`src/rtl/ro_bus_capture.sv`:
```
// rtl/ro_bus_capture.sv - gray-sequence tracking readout bus capture with output FIFO.
// Optional RO_SPARSE_EN: drop all-zero samples before they reach the FIFO.
module ro_bus_capture #(
    parameter int NCH   = 17,
    parameter int IDXW  = 5,
    parameter int DEPTH = 8
) (
    input  logic                     clk,
    input  logic                     rstb,
    input  logic                     en,
    input  logic                     bus_pol,
    input  logic                     bus_pol_eve,
    output logic [IDXW+1:0]          out_data,
    output logic                     out_valid,
    input  logic                     out_ready,
    output logic                     overflow,
    output logic [$clog2(DEPTH):0]   level
);

    localparam int PW = $clog2(DEPTH);
    localparam int RW = IDXW + 2;
    localparam logic [PW:0] FULL_LVL = (PW + 1)'(DEPTH);

    logic [NCH-1:0]  tick_q, tick_d, tick_inc;
    logic [IDXW-1:0] idx_q, idx_d, cur_idx;
    logic            arm_q, arm_d;
    logic [RW-1:0]   mem_q [DEPTH];
    logic [RW-1:0]   mem_d [DEPTH];
    logic [PW-1:0]   wr_ptr_q, wr_ptr_d, rd_ptr_q, rd_ptr_d;
    logic [PW:0]     count_q, count_d;
    logic            overflow_q, overflow_d;
    logic            sample, push, pop, full, accept;
    logic [RW-1:0]   rec;

    assign tick_inc = tick_q + 1'b1;

    // Lowest set bit of the next tick is the gray bit that toggles; wrap to 0 toggles the MSB.
    always_comb begin
        cur_idx = IDXW'(NCH - 1);
        for (int i = NCH - 1; i >= 0; i--) begin
            if (tick_inc[i]) cur_idx = IDXW'(i);
        end
    end

    always_comb begin
        tick_d     = tick_q;
        idx_d      = idx_q;
        arm_d      = 1'b0;
        mem_d      = mem_q;
        wr_ptr_d   = wr_ptr_q;
        rd_ptr_d   = rd_ptr_q;
        count_d    = count_q;
        overflow_d = overflow_q;

        if (en) begin
            tick_d = tick_inc;
            idx_d  = cur_idx;
            arm_d  = 1'b1;
        end

        // The bus seen now belongs to the channel that toggled on the previous edge.
        sample = en & arm_q;
        rec    = {idx_q, bus_pol_eve, bus_pol};
`ifdef RO_SPARSE_EN
        push   = sample & (bus_pol | bus_pol_eve);
`else
        push   = sample;
`endif
        full   = (count_q == FULL_LVL);
        pop    = (count_q != '0) & out_ready;
        accept = push & (~full | pop);

        if (accept) begin
            mem_d[wr_ptr_q] = rec;
            wr_ptr_d        = wr_ptr_q + 1'b1;
        end
        if (pop) begin
            rd_ptr_d = rd_ptr_q + 1'b1;
        end
        case ({accept, pop})
            2'b10:   count_d = count_q + 1'b1;
            2'b01:   count_d = count_q - 1'b1;
            default: count_d = count_q;
        endcase
        if (push & full & ~pop) begin
            overflow_d = 1'b1;
        end
    end

    always_ff @(posedge clk or negedge rstb) begin
        if (!rstb) begin
            tick_q     <= '0;
            idx_q      <= '0;
            arm_q      <= 1'b0;
            wr_ptr_q   <= '0;
            rd_ptr_q   <= '0;
            count_q    <= '0;
            overflow_q <= 1'b0;
            for (int i = 0; i < DEPTH; i++) begin
                mem_q[i] <= '0;
            end
        end else begin
            tick_q     <= tick_d;
            idx_q      <= idx_d;
            arm_q      <= arm_d;
            wr_ptr_q   <= wr_ptr_d;
            rd_ptr_q   <= rd_ptr_d;
            count_q    <= count_d;
            overflow_q <= overflow_d;
            mem_q      <= mem_d;
        end
    end

    assign out_data  = mem_q[rd_ptr_q];
    assign out_valid = (count_q != '0);
    assign overflow  = overflow_q;
    assign level     = count_q;

endmodule
```
`config.mk`:
```
export PLATFORM = sky130hd
export DESIGN_NAME = ro_bus_capture
export DESIGN_NICKNAME = d
export VERILOG_FILES = /design/src/rtl/ro_bus_capture.sv
export SDC_FILE = /design/constraint.sdc
export NUM_CORES = 1
export LEC_CHECK = 0
export CORE_UTILIZATION = 42
export DETAILED_ROUTE_END_ITERATION = 8
export DONT_BUFFER_PORTS = 1
export PLACE_DENSITY = 0.63
export SYNTH_ARGS = -nofsm -noshare
export SYNTH_HDL_FRONTEND = slang
export SYNTH_SLANG_ARGS = --single-unit
```
`constraint.sdc`:
```
create_clock -name clk -period 4.2 [get_ports clk]
set_input_delay 1.26 -clock clk [delete_from_list [all_inputs] [get_ports clk]]
set_output_delay 1.26 -clock clk [all_outputs]
set_load 0.01 [all_outputs]
```
==> flow_summary.toml, run 1 <==
[timing]
slew_viol_final = 0
fmax_mhz = 302
setup_viol = 0
maxSlewHeadroom = 0.474
fin_ws_ns = 0.892
worstMarginPinSlew_ns = 0.785
setup_tns_ns = 0
finalCriticalPeriod_ns = 3.31
rsz0062_at_grt = "no"
finClkSkew_ns = 0.00814
min_period_over_period = 0.788
hold_violations = 0

[global_route]
gr-total-overflow = 0
antenna_found_initial = 0
grt_use_total = 0.166
grt_pass1_vias = 2850
grt_max_degree = 90
grt_pass1_wl_mm = 14.8

[worst_setup_path]
crit_required_ns = 2.94
r2r-start = "level[0]$_DFFE_PN0P_"
r2r_slack_ns = 1.77
reg2reg_to = "level[3]$_DFFE_PN0P_"
crit_path_max_incr_delay_ns = 0.56
crit_slowest_cell = "dfrtp_1"
crit_fanout = 10
worstSetupPathType = "flip-flop to primary output"
r2r_cells = 9
end_kind = "primary output"
cp-start-kind = "flip-flop"
arrival_ns = 2.05
cp_cell_sequence = "buf_4 -> mux4_2 -> mux2_2"

[placement]
gp_congestion = 0.751
portBuffers = 0
dpl_cell_area_mm2 = 0.00475
dp.cells = 491
hpwl_mm = 5.94
pre_cts_ws_ns = 1.22

[hold_path]
worstHoldStart = "mem_q[6]$_DFFE_PN0P_"
hp-class = "flip-flop to flip-flop"
hold_end = "mem_q[6]$_DFFE_PN0P_"
min_path_cells = 2

[finish]
final_layout_size_suffix_gt1_frac = 0.294
n_antenna_cell = 0
final_cells = 507
fin_nets = 374
stdcell_area_mm2 = 0.00509
areaGrowthSynthToFinish_pct = 7.47
nFillCells = 996

[yosys]
synth-edff-count = 0
postSynth.asyncResetShare = 1.00
synth.avg_cell_area_um2 = 12.6
synth_seq_cells = 89
syn-cell-area_mm2 = 0.00474
synth_fp_nets = 388
ys_types = 63
seq_area_frac_synth = 0.470
yosys_most_used_dff = "dfrtp_1"
ys_warn_count = 0
postSynthCellCount = 376

[clock_tree]
clkLatencyLatePin_ns = 0.34
tritoncts = "yes"
clockBufferDepth = 2
clockRootBuffer = "clkbuf_16"
postCtsHoldBufs = 0
cts_sinks = 89
path_clk_slew_ns = 0.06
post-cts-setup-buffers = 0
cts_htree_levels = 3
post_cts_resized = 0
cts_buffers = 9

[detailed_routing]
num_vias = 2877
firstDrtPassIters = 4
drc = 0
drt_first_iter_violations = 110
ant_nets = 0
via_per_inst = 5.67
wl_per_cell_um = 17.8
wl_mm = 9.01

[die]
start_util = 0.433
io_pins = 19
dieArea_mm2 = 0.0117
die_w_um = 108
fp-row-count = 38
core_area_mm2 = 0.0109
fp.dieH_um = 108

[pwr]
leakage_nw = 2.18
cellPowerDensity_mw_per_mm2 = 650
ir_drop_mv = 0.299
finalPower_mw = 3.31

[status]
status = "finished, final reports clean"

[job]
drv_cap = 0
registers in the layout, summed over array words and instances (netlist names):
signal	count
arm_q	1
idx_q	5
level	4
mem_q	56
overflow	1
rd_ptr_q	3
tick_q	16
wr_ptr_q	3
how the worst max path moves through the flow:
stage                     depth (start not counted)          end  slack (ns)                     from
after floorplan                                   4  out_data[5]        1.30  rd_ptr_q[0]$_DFFE_PN0P_
after global placement                            3  out_data[4]        1.26  rd_ptr_q[0]$_DFFE_PN0P_
after detailed placement                          3  out_data[4]        1.22  rd_ptr_q[0]$_DFFE_PN0P_
after CTS                                         3  out_data[4]        0.85  rd_ptr_q[0]$_DFFE_PN0P_
after global routing                              3  out_data[0]        0.79  rd_ptr_q[0]$_DFFE_PN0P_
final                                             3  out_data[4]        0.89  rd_ptr_q[0]$_DFFE_PN0P_
area by class of cell:
type | instances | area (µm²) | share of cell area
Tap cell | 140 | 175 | 0.0344
Clock buffer | 10 | 239 | 0.0469
Timing Repair Buffer | 1 | 7.51 | 0.00147
Sequential cell | 89 | 2230 | 0.437
Clock inverter | 6 | 98.8 | 0.0194
Multi-Input combinational cell | 255 | 2320 | 0.456
Inverter | 6 | 22.5 | 0.00442
cells in the final DEF, fill, tap and decap left out, types with 3 or more instances in the layout:
master,synthesis,routed
xor2_1,3,3
clkbuf_16,0,9
mux4_2,14,14
nor2b_1,3,3
nor2_1,9,9
inv_1,6,6
nand3_1,11,11
a211oi_1,3,3
nand2_1,28,28
ha_1,5,5
nand4_1,5,5
mux2_2,57,57
a311oi_1,3,3
xnor2_1,27,27
o21a_1,3,3
nand2b_1,5,5
a21oi_1,4,4
and3_1,7,7
o21ai_0,12,12
dfrtp_1,89,89
nor3_1,3,3
through the flow:
stage / hold WS, ns / util
finish: 0.478 / 0.466
detailed placement: 0.468 / 0.435
floorplan: 0.445 / -
CTS: 0.482 / 0.466
global placement: 0.459 / 0.435
global route: 0.500 / 0.466
cells by family (layout without fill, tap and decap cells):
group,after synthesis,after routing,synth area share
compound gates,46,46,0.0732
flops,89,89,0.470
mux,74,74,0.209
simple gates,99,99,0.135
xor+xnor,30,30,0.0555
buf+inv,32,23,0.0399
fa+ha+maj,6,6,0.0174
synth_stat cells, drive strengths merged (2+ instances only):
cell | n | share of area
nand3 | 13 | 0.017
and4 | 2 | 0.0048
a21oi | 4 | 0.0042
nand2b | 5 | 0.0066
a211oi | 4 | 0.0074
o21ai | 13 | 0.015
nor4 | 3 | 0.0071
a41oi | 3 | 0.0071
mux2i | 2 | 0.0042
o21a | 3 | 0.0048
ha | 5 | 0.013
o211ai | 2 | 0.0032
xnor2 | 27 | 0.050
nor2 | 10 | 0.0095
a32oi | 2 | 0.0037
and2 | 3 | 0.0040
mux4 | 14 | 0.067
nor4b | 4 | 0.014
and3 | 7 | 0.0092
xor2 | 3 | 0.0055
nor2b | 3 | 0.0040
dfrtp | 89 | 0.47
nand4 | 7 | 0.012
nand4b | 3 | 0.0082
buf | 21 | 0.031
a21o | 2 | 0.0032
a311oi | 3 | 0.0055
clkbuf | 5 | 0.0040
mux2 | 58 | 0.14
nor3 | 4 | 0.0053
inv | 6 | 0.0048
nand2 | 28 | 0.022
or3 | 2 | 0.0026
o21bai | 2 | 0.0032
nor3b | 3 | 0.0058
worst max-delay path, delay by kind of cell, from the launching register on:
family	cells	cell delay, ns
buffers and inverters	1	0.31
DFF	1	0.56
muxes	2	0.84
per-layer routing:
layer | GRT usage | routed length (µm)
met5 | 0 | 0
met4 | 0.0626 | 128
met3 | 0.0259 | 200
met2 | 0.280 | 4470
met1 | 0.213 | 4210
power breakdown:
| part | switching (mW) | internal (mW) |
|---|---|---|
| Sequential | 0.362 | 1.12 |
| Combinational | 0.368 | 0.560 |
| Clock | 0.351 | 0.547 |
(Power assumes the default switching activity.)
==> run 2, diff against run 1 <==
clock period = 3.2 ns   (was 4.2 ns; I/O delays follow)
==> run 2 against run 1 <==
Non-clock buffer count rose by 3. Die area did not move. Core utilization fell by 0.30 points. Sequential power rose by 30%. Critical path type unchanged. Highest routed layer unchanged.
==> flow_summary.toml, run 2 (synthesis results as in run 1) <==
[status]
status = "finished, final reports clean"

[finish]
top_regs = "mem_q x56, tick_q x16, idx_q x5"
regMostFlops = "mem_q"
final_cell_mix = "dfrtp_1 (89), mux2_2 (57), nand2_1 (28)"
final_util = 0.463
mostFrequentLayoutCell = "dfrtp_1"
fin_nets = 377
n_antenna_cell = 0
largest_reg_flops = 56
final_cells = 510
final_layout_size_suffix_gt1_frac = 0.300
stdcell_area_mm2 = 0.00506
areaGrowthSynthToFinish_pct = 6.79

[timing]
fin_ws_ns = 0.378
setup_tns_ns = 0
finClkSkew_ns = 0.00573
min_period_over_period = 0.882
rsz0062_at_grt = "no"
fmax_mhz = 354
worstMarginPinSlew_ns = 0.690
hold_ws_ns = 0.309
maxSlewHeadroom = 0.540
slew_viol_final = 0
hold_violations = 0
finalCriticalPeriod_ns = 2.82
setup_viol = 0

[worst_setup_path]
path_buf_inv = 0
crit_required_ns = 2.24
crit_fanout = 16
path_depth = 2
path_delay_family = "flip-flops"
arrival_ns = 1.86
r2r_cells = 7
cp_cell_sequence = "mux4_2 -> mux2_2"
end_kind = "primary output"
cp-start-kind = "flip-flop"
worstSetupPathType = "flip-flop to primary output"
crit_slowest_cell = "dfrtp_1"
crit_path_max_incr_delay_ns = 0.78

[job]
drv_cap = 0

[die]
core_area_mm2 = 0.0109
fp-row-count = 38
fp.dieH_um = 108
io_pins = 19
start_util = 0.433
die_w_um = 108
dieArea_mm2 = 0.0117

[global_route]
grt_use_total = 0.172
grt_pass1_wl_mm = 15.1
grt_max_degree = 90
grt_pass1_vias = 2905
antenna_found_initial = 0
gr-total-overflow = 0

[clock_tree]
clockBufferDepth = 2
tritoncts = "yes"
cts_sinks = 89
post_cts_resized = 0
postCtsHoldBufs = 0
cts_htree_levels = 3
clkLatencyLatePin_ns = 0.34
clockRootBuffer = "clkbuf_16"
path_clk_slew_ns = 0.07
post-cts-setup-buffers = 0
cts_buffers = 9

[pwr]
ir_drop_mv = 0.459
cellPowerDensity_mw_per_mm2 = 825
finalPower_mw = 4.17
leakage_nw = 2.16

[placement]
portBuffers = 0
dp.cells = 494
hpwl_mm = 6.12
pre_cts_ws_ns = 0.600
gp_congestion = 0.777
dpl_cell_area_mm2 = 0.00478

[detailed_routing]
wl_per_cell_um = 17.6
drc = 0
num_vias = 2860
drt_first_iter_violations = 247
firstDrtPassIters = 4
via_per_inst = 5.61
wl_mm = 8.96
ant_nets = 0

[hold_path]
hp-class = "input port to asynchronous set/reset pin"
-- run 2: cell types whose count changed in the layout (fill, tap and decap cells not counted), sizes merged --
cell,change
bufinv,-2
clkinvlp,+2
buf,+3
clkinv,-1
inv,+2
clkbuf,-1
-- run 2: worst paths after layout --
path | endpoint | startpoint | slack (ns)
max | out_data[2] | rd_ptr_q[1]$_DFFE_PN0P_ | 0.38
min | mem_q[21]$_DFFE_PN0P_ | rstb | 0.31
max reg2reg | idx_q[3]$_DFFE_PN0P_ | tick_q[0]$_DFFE_PN0P_ | 0.75
min reg2reg | mem_q[27]$_DFFE_PN0P_ | mem_q[27]$_DFFE_PN0P_ | 0.49
max in group asynchronous | mem_q[32]$_DFFE_PN0P_ | rstb | 2.74
min in group clk | mem_q[27]$_DFFE_PN0P_ | mem_q[27]$_DFFE_PN0P_ | 0.49
-- run 2: area by class of cell --
cell class | count | area (µm²)
Timing Repair Buffer | 4 | 30.0
Inverter | 6 | 22.5
Clock inverter | 7 | 57.6
Sequential cell | 89 | 2230
Fill cell | 968 | 5880
Tap cell | 140 | 175
Multi-Input combinational cell | 255 | 2320
Clock buffer | 9 | 225
-- run 2: report_power, final --
group | switching [mW] | internal (mW) | total (mW)
logic | 0.500 | 0.737 | 1.24
registers | 0.462 | 1.47 | 1.93
clock network | 0.464 | 0.537 | 1.00
total | 1.43 | 2.75 | 4.17
-- run 2: worst reg2reg max path, cell delays in order, from the launching register on --
cell and delay (ns):
dfrtp_1 0.53, ha_1 0.33, and3_1 0.29, and2_1 0.37
a41oi_2 0.23, or2_1 0.31, nor3b_2 0.18, o22ai_1 0.09
-- run 2: per-layer routing --
layer  GRT usage  up-vias  part of all wire
li1            -     1356                 -
met1       0.219     1463              0.45
met2       0.288       29              0.51
met3      0.0289       12             0.023
met4      0.0724        0             0.016
met5           0        -                 0
==> run 3, diff against run 2 <==
CORE_MARGIN = 8   (was unset)
==> run 3 against run 2 <==
Total power increased by 0.90%. Cell count unchanged. Core utilization grew 0.10 points. Clock-buffer cell count grew 1. Sequential power about the same. Worst setup slack worse by 0.015 ns. Via count fell by 0.91%. Register-to-register slack gained 0.03 ns.
==> flow_summary.toml, run 3 (synthesis results as in run 1) <==
[detailed_routing]
firstDrtPassIters = 4
wl_per_cell_um = 17.7
drc = 0
wl_met3_um = 263
top_layer_used = "met4"
wl_mm = 9.02
via_per_inst = 5.56
num_vias = 2834
wl_met2_mm = 4.40
drt_first_iter_violations = 155
ant_nets = 0
m1WireLength_mm = 4.27

[finish]
final_cells = 510
nFillCells = 1021
n_antenna_cell = 0
final_layout_size_suffix_gt1_frac = 0.297
multi_input_area_mm2 = 0.00232
mostFrequentLayoutCell = "dfrtp_1"
areaGrowthSynthToFinish_pct = 7.03
largest_reg_flops = 56
regMostFlops = "mem_q"
fin_nets = 378
final_util = 0.464
final_cell_mix = "dfrtp_1 (89), mux2_2 (57), nand2_1 (28)"
top_regs = "mem_q x56, tick_q x16, idx_q x5"
final-seq-area_mm2 = 0.00223

[worst_setup_path]
crit_slowest_cell = "dfrtp_1"
cp-start-kind = "flip-flop"
worstSetupPathType = "flip-flop to primary output"
end_kind = "primary output"
r2r_cells = 9
arrival_ns = 1.88
crit_fanout = 16
crit_required_ns = 2.24
crit_path_max_incr_delay_ns = 0.82
cp_cell_sequence = "mux4_2 -> mux2_2"

[die]
start_util = 0.433
fp-row-count = 38
dieArea_mm2 = 0.0149
die_w_um = 122
core_area_mm2 = 0.0109
io_pins = 19
fp.dieH_um = 122

[pwr]
p_clk_frac = 0.245
finalPower_mw = 4.21
p_int_mw = 2.81
power_frac_comb = 0.295
cellPowerDensity_mw_per_mm2 = 831
ir_drop_mv = 0.434
leakage_nw = 2.18
p_sw_frac = 0.332
switchingPower_mw = 1.40
seq_power_share = 0.460

[timing]
rsz0062_at_grt = "no"
finalCriticalPeriod_ns = 2.84
finClkSkew_ns = 0.00684
setup_viol = 0
min_period_over_period = 0.886
worstMarginPinSlew_ns = 0.737
hold_ws_ns = 0.314
hold_violations = 0
slew_viol_final = 0
maxSlewHeadroom = 0.509
setup_tns_ns = 0
fmax_mhz = 353

[clock_tree]
post_cts_resized = 0
path_clk_slew_ns = 0.06
postCtsHoldBufs = 0
post-cts-setup-buffers = 0
clkLatencyLatePin_ns = 0.33
cts_sinks = 89
clockBufferDepth = 2
cts_htree_levels = 3
tritoncts = "yes"
cts_buffers = 9
clockRootBuffer = "clkbuf_16"

[global_route]
grt_max_degree = 90
grt_pass1_wl_mm = 15.2
grt_use_total = 0.130
grt_pass1_vias = 2856
gr-total-overflow = 0
antenna_found_initial = 0

[hold_path]
hp-class = "input port to asynchronous set/reset pin"

[placement]
hpwl_mm = 6.24
portBuffers = 0
dp.cells = 495
gp_congestion = 0.797

[status]
status = "finished, final reports clean"

[job]
drv_cap = 0
## run 3: cell types whose count changed in the layout (fill, tap and decap cells not counted)
cell,delta
inv_6,-4
clkinvlp_4,-3
clkinv_2,+2
clkinv_4,+2
buf_4,+1
bufinv_16,+1
clkbuf_1,+1
## run 3: area by class of cell
class	count	area share
inverters	6	0.00444
well taps	140	0.0346
clock inverters	5	0.0114
clock buffers	10	0.0452
repair buffers	5	0.00740
multi-input cells	255	0.458
flip-flops and latches	89	0.439
## run 3: critical path: cells and delay by family, from the launching register on
family	cells	cell delay [ns]
flip-flops	1	0.82
multiplexers	2	0.72
## run 3: per-stage QoR
| stage | setup WS [ns] | cell area [µm²] |
|---|---|---|
| 6_report | 0.363 | 5070 |
| 4_1_cts | 0.349 | 5070 |
| 3_5_place_dp | 0.562 | 4780 |
| 3_3_place_gp | 0.580 | 4780 |
| 5_1_grt | 0.295 | 5070 |
| 2_1_floorplan | 0.599 | 4740 |
## run 3: worst paths after layout
path                                         startpoint  slack [ns]                    end
worst min register to register    mem_q[20]$_DFFE_PN0P_        0.48  mem_q[20]$_DFFE_PN0P_
min in group clk                  mem_q[20]$_DFFE_PN0P_        0.48  mem_q[20]$_DFFE_PN0P_
worst min-delay path                               rstb        0.31  mem_q[50]$_DFFE_PN0P_
worst max-delay path            rd_ptr_q[1]$_DFFE_PN0P_        0.36            out_data[0]
max in group asynchronous                          rstb        2.77  mem_q[44]$_DFFE_PN0P_
worst max register to register     level[0]$_DFFE_PN0P_        0.78   level[3]$_DFFE_PN0P_
## run 3: power groups by stage
stage | registers [mW] | clock network (mW) | logic, mW
5_1_grt | 2.00 | 1.10 | 1.36
3_3_place_gp | 1.94 | 0 | 1.22
3_5_place_dp | 1.96 | 0 | 1.25
4_1_cts | 1.94 | 1.06 | 1.26
6_report | 1.94 | 1.03 | 1.24
2_1_floorplan | 1.67 | 0 | 1.30
## run 3: metal layers
metal | up-vias | global-route usage
li1 | 1356 | -
met1 | 1448 | 0.166
met3 | 9 | 0.0352
met4 | 0 | 0.0388
met5 | - | 0
met2 | 21 | 0.210
